<file path="config.mk">
export PLATFORM = sky130hd
export DESIGN_NAME = ssd_accumulator
export DESIGN_NICKNAME = d
export VERILOG_FILES = /design/src/rtl/ssd_accumulator.sv
export SDC_FILE = /design/constraint.sdc
export NUM_CORES = 1
export LEC_CHECK = 0
export CELL_PAD_IN_SITES_DETAIL_PLACEMENT = 0
export CELL_PAD_IN_SITES_GLOBAL_PLACEMENT = 2
export CORE_UTILIZATION = 31
export DETAILED_ROUTE_END_ITERATION = 8
export GPL_TIMING_DRIVEN = 0
export PLACE_DENSITY_LB_ADDON = 0.1
export SLEW_MARGIN = 20
export SYNTH_ARGS = -nofsm -noshare
export SYNTH_HDL_FRONTEND = slang
export SYNTH_SLANG_ARGS = --single-unit
</file>
<file path="constraint.sdc">
create_clock -name clk -period 2.82 [get_ports clk]
set_input_delay 0.282 -clock clk [delete_from_list [all_inputs] [get_ports clk]]
set_output_delay 0.282 -clock clk [all_outputs]
set_load 0.02 [all_outputs]
</file>
<file path="src/rtl/ssd_accumulator.sv">
// Sum-of-squared-differences accumulator.
// Consumes a stream of signed products from the square/diff multiplier and
// produces one saturating SSD result per in_last-delimited vector, together
// with its beat count and a sticky overflow flag, on a valid/ready port.
module ssd_accumulator #(
  parameter int IN_W  = 34,
  parameter int ACC_W = 48,
  parameter int CNT_W = 16
) (
  input  logic             clk,
  input  logic             rst_n,
  input  logic [IN_W-1:0]  in_data,
  input  logic             in_valid,
  input  logic             in_last,
  output logic             in_ready,
  output logic [ACC_W-1:0] out_sum,
  output logic [CNT_W-1:0] out_count,
  output logic             out_overflow,
  output logic             out_valid,
  input  logic             out_ready
);

  typedef enum logic {ACCUM = 1'b0, HOLD = 1'b1} state_t;

  localparam logic signed [ACC_W-1:0] ACC_MAX = {1'b0, {(ACC_W-1){1'b1}}};
  localparam logic signed [ACC_W-1:0] ACC_MIN = {1'b1, {(ACC_W-1){1'b0}}};

  // Saturating signed add; MSB of the result flags that a clamp happened.
  function automatic logic [ACC_W:0] sat_add(input logic signed [ACC_W-1:0] a,
                                             input logic signed [ACC_W-1:0] b);
    logic signed [ACC_W:0] full;
    full = {a[ACC_W-1], a} + {b[ACC_W-1], b};
    if (full[ACC_W] != full[ACC_W-1]) begin
      sat_add = full[ACC_W] ? {1'b1, ACC_MIN} : {1'b1, ACC_MAX};
    end else begin
      sat_add = {1'b0, full[ACC_W-1:0]};
    end
  endfunction

  // Beat counter increment that sticks at all-ones instead of wrapping.
  function automatic logic [CNT_W-1:0] sat_inc(input logic [CNT_W-1:0] c);
    sat_inc = (&c) ? c : c + {{(CNT_W-1){1'b0}}, 1'b1};
  endfunction

  state_t                   state_q, state_d;
  logic signed [ACC_W-1:0]  acc_q, acc_d;
  logic [CNT_W-1:0]         cnt_q, cnt_d;
  logic                     ovf_q, ovf_d;
  logic signed [ACC_W-1:0]  out_sum_q, out_sum_d;
  logic [CNT_W-1:0]         out_count_q, out_count_d;
  logic                     out_overflow_q, out_overflow_d;
  logic                     out_valid_q, out_valid_d;
  logic                     in_ready_q, in_ready_d;

  logic signed [ACC_W-1:0]  in_ext;
  logic signed [ACC_W-1:0]  add_sum;
  logic                     add_clamp;
  logic                     accept;

  assign in_ext               = {{(ACC_W-IN_W){in_data[IN_W-1]}}, in_data};
  assign {add_clamp, add_sum} = sat_add(acc_q, in_ext);
  assign accept               = in_valid && in_ready_q;

  assign in_ready     = in_ready_q;
  assign out_sum      = out_sum_q;
  assign out_count    = out_count_q;
  assign out_overflow = out_overflow_q;
  assign out_valid    = out_valid_q;

  // Next-state: accumulate accepted beats, publish on in_last, wait for handshake.
  always_comb begin
    state_d        = state_q;
    acc_d          = acc_q;
    cnt_d          = cnt_q;
    ovf_d          = ovf_q;
    out_sum_d      = out_sum_q;
    out_count_d    = out_count_q;
    out_overflow_d = out_overflow_q;
    out_valid_d    = out_valid_q;
    if (state_q == ACCUM) begin
      if (accept) begin
        if (in_last) begin
          out_sum_d      = add_sum;
          out_count_d    = sat_inc(cnt_q);
          out_overflow_d = ovf_q | add_clamp;
          out_valid_d    = 1'b1;
          state_d        = HOLD;
          acc_d          = '0;
          cnt_d          = '0;
          ovf_d          = 1'b0;
        end else begin
          acc_d = add_sum;
          cnt_d = sat_inc(cnt_q);
          ovf_d = ovf_q | add_clamp;
        end
      end
    end else if (out_valid_q && out_ready) begin
      // Result fields keep their last values after the handshake.
      out_valid_d = 1'b0;
      state_d     = ACCUM;
    end
    // in_ready is a pure function of the registered state: no path from out_ready.
    in_ready_d = (state_d == ACCUM);
  end

  // State and result registers; reset discards any partial vector.
  always_ff @(posedge clk or negedge rst_n) begin
    if (!rst_n) begin
      state_q        <= ACCUM;
      acc_q          <= '0;
      cnt_q          <= '0;
      ovf_q          <= 1'b0;
      out_sum_q      <= '0;
      out_count_q    <= '0;
      out_overflow_q <= 1'b0;
      out_valid_q    <= 1'b0;
      in_ready_q     <= 1'b0;
    end else begin
      state_q        <= state_d;
      acc_q          <= acc_d;
      cnt_q          <= cnt_d;
      ovf_q          <= ovf_d;
      out_sum_q      <= out_sum_d;
      out_count_q    <= out_count_d;
      out_overflow_q <= out_overflow_d;
      out_valid_q    <= out_valid_d;
      in_ready_q     <= in_ready_d;
    end
  end

endmodule

</file>
### Yosys cells after proc, flatten, opt, wreduce, memory -nomap -nowiden

Index checks and enable logic that the tools add are counted.

| operators by class | value |
|---|---|
| equal/unequal tests | 2 |
| bitwise logic cells | 3 |
| add/sub/neg operators | 2 |
| mux-type cells | 14 |
| reductions and logical operators | 8 |

Operators with widths:

| cell | count |
|---|---|
| two-way mux 48 bit | 2 |
| adder 48 x 34 -> 49 bit | 1 |
| two-way mux 49 bit | 1 |
| two-way mux 16 bit | 2 |
| adder 16 x 1 -> 16 bit (second input constant) | 1 |
| AND reduction 16 bit | 1 |
| two-way mux 1 bit | 9 |
| AND reduction 3 bit | 2 |
| nonzero test 2 bit | 2 |
| logical AND 1 bit | 2 |
| != test 2 x 1 -> 1 bit (second input constant) | 1 |
| inverter 1 bit | 2 |
| AND reduction 2 bit | 1 |
| != test 1 bit | 1 |
| OR 1 bit | 1 |

| word-level totals | value |
|---|---|
| flip-flop bits (word level) | 133 |
| logic and storage cells | 38 |
| output and inout port bits | 67 |

### Logic depth before layout (Yosys ltp)

| logic depth | value |
|---|---|
| word-level depth | 5 |
| gate-level depth with buffers | 13 |
| depth with buffers taken out | 12 |

### Worst setup path after synthesis

Ideal clock, no wire load.

| timing path | value |
|---|---|
| kind | register -> register |
| start point | reg acc_q[0] |
| end point | reg acc_q[43] |
| cell stages (with the launch flop) | 14 |
| data arrival time | 2.883 ns |
| buffers on the path | 1 |
| slack | -0.140 ns |
| cell sequence | dfrtp_1 -> ha_1 -> inv_1 -> fa_1 -> nand2b_1 -> a21o_1 -> a31o_2 -> o21ba_2 -> a21boi_2 -> o31a_1 -> o21ai_2 -> buf_2 -> maj3_1 -> a21oi_1 |

| on the way | value |
|---|---|
| cells in the longest elaborated chain, start to end | 4 |
| elaborated cells on any way between the ends | 5 |
| classes of those cells | 1 x add/sub; 1 x eq/ne; 3 x mux |

RTL lines:

| what | line | text |
|---|---|---|
| start: declaration | 46 | `logic signed [ACC_W-1:0] acc_q, acc_d;` |
| start signal: assignment | 110 | `acc_q <= '0;` |
| start signal: assignment | 120 | `acc_q <= acc_d;` |
| adder 48 x 34 -> 49 bit * | 32 | `full = {a[ACC_W-1], a} + {b[ACC_W-1], b};` |
| two-way mux 48 bit or != test 1 bit (tied branches) | 34, 33 |  |
| two-way mux 49 bit * | 33 | `if (full[ACC_W] != full[ACC_W-1]) begin` |
| two-way mux 48 bit * | 82 | `if (in_last) begin` |

Every way passes the cells marked *; elsewhere a longest branch is shown, timed or not.
A chain may end at the register's enable or synchronous reset.

### Worst setup path in the final report

| timing path | value |
|---|---|
| start point | reg acc_q[0] |
| end point | reg acc_q[20] |

Same word-level chain as after synthesis.

==> metrics.md <==
| Metric | Value |
|---|---|
| CTS Buf Count | `17` |
| Max-cap viol count | `0` |
| Fin crit share | `111.4%` |
| Initial antenna violation count | `0` |
| Cell accounting for the most synthesized area | `dfrtp_1` |
| Top_reg_cell synth | `dfrtp_1` |
| PortBufs | `105` |
| Most numerous cell in the Yosys netlist | `nand2_1` |
| Die width | `170.9 um` |
| Yosys Warn Count | `0` |
| Initial core utilization | `31.66%` |
| Fraction of registers with async set/reset | `100.0%` |
| Number of remaining DRC errors | `0` |
| WP data required | `3.17 ns` |
| First-pass GRT wire length | `51490 um` |
| Core area | `between 20000 and 30000 um^2` |
| WL/cell | `21.32 um` |
| Clk slew on worst S/H paths | `0.07 ns` |
| Vias per Instance | `roughly 5.4` |
| Max clock buf depth | `2` |
| F_max | `318.3 MHz` |
| Via count | `8696` |
| Final Max Tran Viols | `0` |
| Worst Path Max Fanout | `6` |
| P_leak | `5.322 nW` |
| Setup repair after global routing missed its margin | `yes` |
| Vias in the first global route | `around 8600` |
| DRT Wirelength | `34340 um` |
| Post-route cell area | `around 13000 um^2` |
| Reg2reg start | `acc_q[0]` |
| Initial drt markers | `507` |
| Cell Area, Synth | `8845 um^2` |
| Synth cell types | `73` |
| Worst Hold Class | `in -> async` |
| Pre-CTS WS | `-1.726 ns` |
| Share of cells above drive strength 1 | `24.74%` |
| CTS tree | `done` |
| Nets | `1309` |
| Final hold slack | `~0.34 ns` |
| Synth top cells by count | `160 x nand2_1, 139 x o21ai_0, 133 x dfrtp_1` |
| Main area contributors after synthesis | `dfrtp_1 38%, o21ai_0 7.9%, ha_1 6.9%` |
| TritonRoute pass-1 iters | `5` |
| IO Pins | `around 110` |
| Placed instance area | `10450 um^2` |
| Layout Utilization | `between 40% and 50%` |
| Grt total ovfl | `0` |
| Post-Layout Cell Count | `between 1500 and 2000` |
| Actual slew at the worst max-slew pin | `1.156 ns` |
| Die Y | `170.9 um` |
| Peak VDD IR | `~0.00053 V` |
| Area delta synth->final | `44.97%` |
| Failing checks | `negative setup slack` |
| Final clock skew | `0.01272 ns` |
| Hold Violations, Final | `0` |
| Setup Viol. Count Final | `98` |
| R2R setup slack | `-0.32 ns` |
| Clock Latency Late Sink | `between 0.4 and 0.5 ns` |
| Antenna Nets Post-Route | `0` |
| Root buffer cell | `clkbuf_16` |
| Largest net degree at the start of global routing | `80` |
| Setup Crit Path Kind | `reg -> reg` |
| Final min period | `between 3 and 4 ns` |
| Register area share after synthesis | `between 30% and 40%` |
| Status | `finished with violations` |
| Routability congestion estimate from global placement | `0.8583` |
| Inst Count DP | `1534` |
| Tot GR Track Use | `a little under a quarter` |
| Row cnt | `61` |
| Syn avg cell area | `8.424 um^2` |
| Clock sink count | `133` |
| EDFF count, synth | `0` |
| DP HPWL | `23710 um` |
| Die Footprint | `29210 um^2` |
| Crit start category | `register` |
| Crit end category | `register` |
| H-tree depth | `4` |
| Synth Instances | `1050` |
| Setup crit start | `acc_q[0]` |
| Post-route setup slack | `-0.3217 ns` |
| Critical path arrival | `~3.5 ns` |
| Syn_nets | `1139` |
| Post-synth top area share | `37.63%` |
| Pwr Density | `1403 nW/um^2` |
| Inserted Diodes | `0` |
| Yosys reg bits | `133` |
| Reg2Reg Depth | `13` |
| Relative slew margins | `22.91%` |
-- cell families after synthesis --
family | after synthesis | share of synthesized area [%]
compound gates | 402 | 27.78
simple gates | 308 | 16.03
buf+inv | 88 | 4.286
flops | 133 | 37.63
mux | 6 | 0.6790
xor+xnor | 49 | 4.852
fa+ha+maj | 64 | 8.742
-- through the flow --
stage / TNS, ns / power [mW]
floorplan: 0 / 8.893
global placement: -742.58 / 11.91
detailed placement: -147.86 / 11.91
CTS: -25.60 / 16.80
global route: -33.67 / 19.18
finish: -25.36 / 18.00
-- final timing paths --
check	to
hold / removal	out_sum[15]
setup / recovery	acc_q[20]
min in group clk	out_valid
max in group asynchronous	out_sum[3]
hold reg to reg	out_sum[14]
setup reg to reg	acc_q[20]
-- layer usage --
metal	GRT usage (%)	vias to the layer above	wire [um]
met5	0	-	0
met4	6.328	0	539
met3	4.210	28	1305
met2	37.66	180	15580
met1	33.39	4296	16920
li1	-	4192	-
-- flip-flops by register name (all words and copies together), names as in the netlist --
register,cells
ovf_q,1
out_overflow,1
acc_q,48
out_valid,1
in_ready,1
out_count,16
out_sum,48
state_q,1
cnt_q,16
-- cell usage in the layout, fill, tap and decap left out, drive strengths merged, types with 7 or more instances in the layout --
cell | synthesis | routed
o31ai | 7 | 7
nor4 | 9 | 9
o21ai | 155 | 155
a31oi | 10 | 10
a211oi | 9 | 9
o21a | 10 | 10
nor2 | 43 | 43
o211ai | 7 | 7
a21boi | 9 | 9
xnor2 | 24 | 24
dfrtp | 133 | 133
a21o | 24 | 24
nand3 | 14 | 14
xor2 | 25 | 25
maj3 | 14 | 14
ha | 49 | 49
clkbuf | 39 | 50
inv | 23 | 30
nand2 | 160 | 160
and3 | 7 | 7
nand4 | 19 | 19
buf | 26 | 79
nor3 | 18 | 18
o21bai | 9 | 9
a22o | 9 | 9
clkdlybuf4s50 | 0 | 103
and2 | 7 | 7
a21oi | 117 | 117
-- report_power, final --
part | leakage [nW] | switching [mW] | internal [mW]
combinational | 3.36 | 7.00 | 5.28
clock | 0.300 | 1.05 | 1.45
sequential | 1.66 | 0.519 | 2.70
total | 5.32 | 8.57 | 9.42
-- area by class of cell --
type	count	area (um^2)
Clock inverter	14	190.2
Sequential cell	133	3328
Clock buffer	18	439.2
Fill cell	2785	15110
Multi-Input combinational cell	829	6115
Timing Repair Buffer	164	1737
Tap cell	378	473.0
Buffer	52	454.2
Inverter	23	86.33
-- critical path, stage by stage (launching register included) --
cell,delay [ns]
dfrtp_1,0.39
ha_4,0.16
inv_2,0.04
fa_2,0.34
nand2b_4,0.15
a21o_1,0.19
a31o_4,0.26
o21ba_4,0.23
a21boi_4,0.23
o31a_1,0.24
o21ai_4,0.16
clkbuf_16,0.21
maj3_2,0.34
a21oi_2,0.12
-- timing repair --
item,4_1_cts,5_1_grt
pin swaps,38,58
hold buffers,1,0
gates cloned,6,3
setup buffers,31,19
hold endpoints to repair,54,0
endpoints found under the setup margin,100,104
resized for setup,230,114
(Power assumes the default switching activity.)
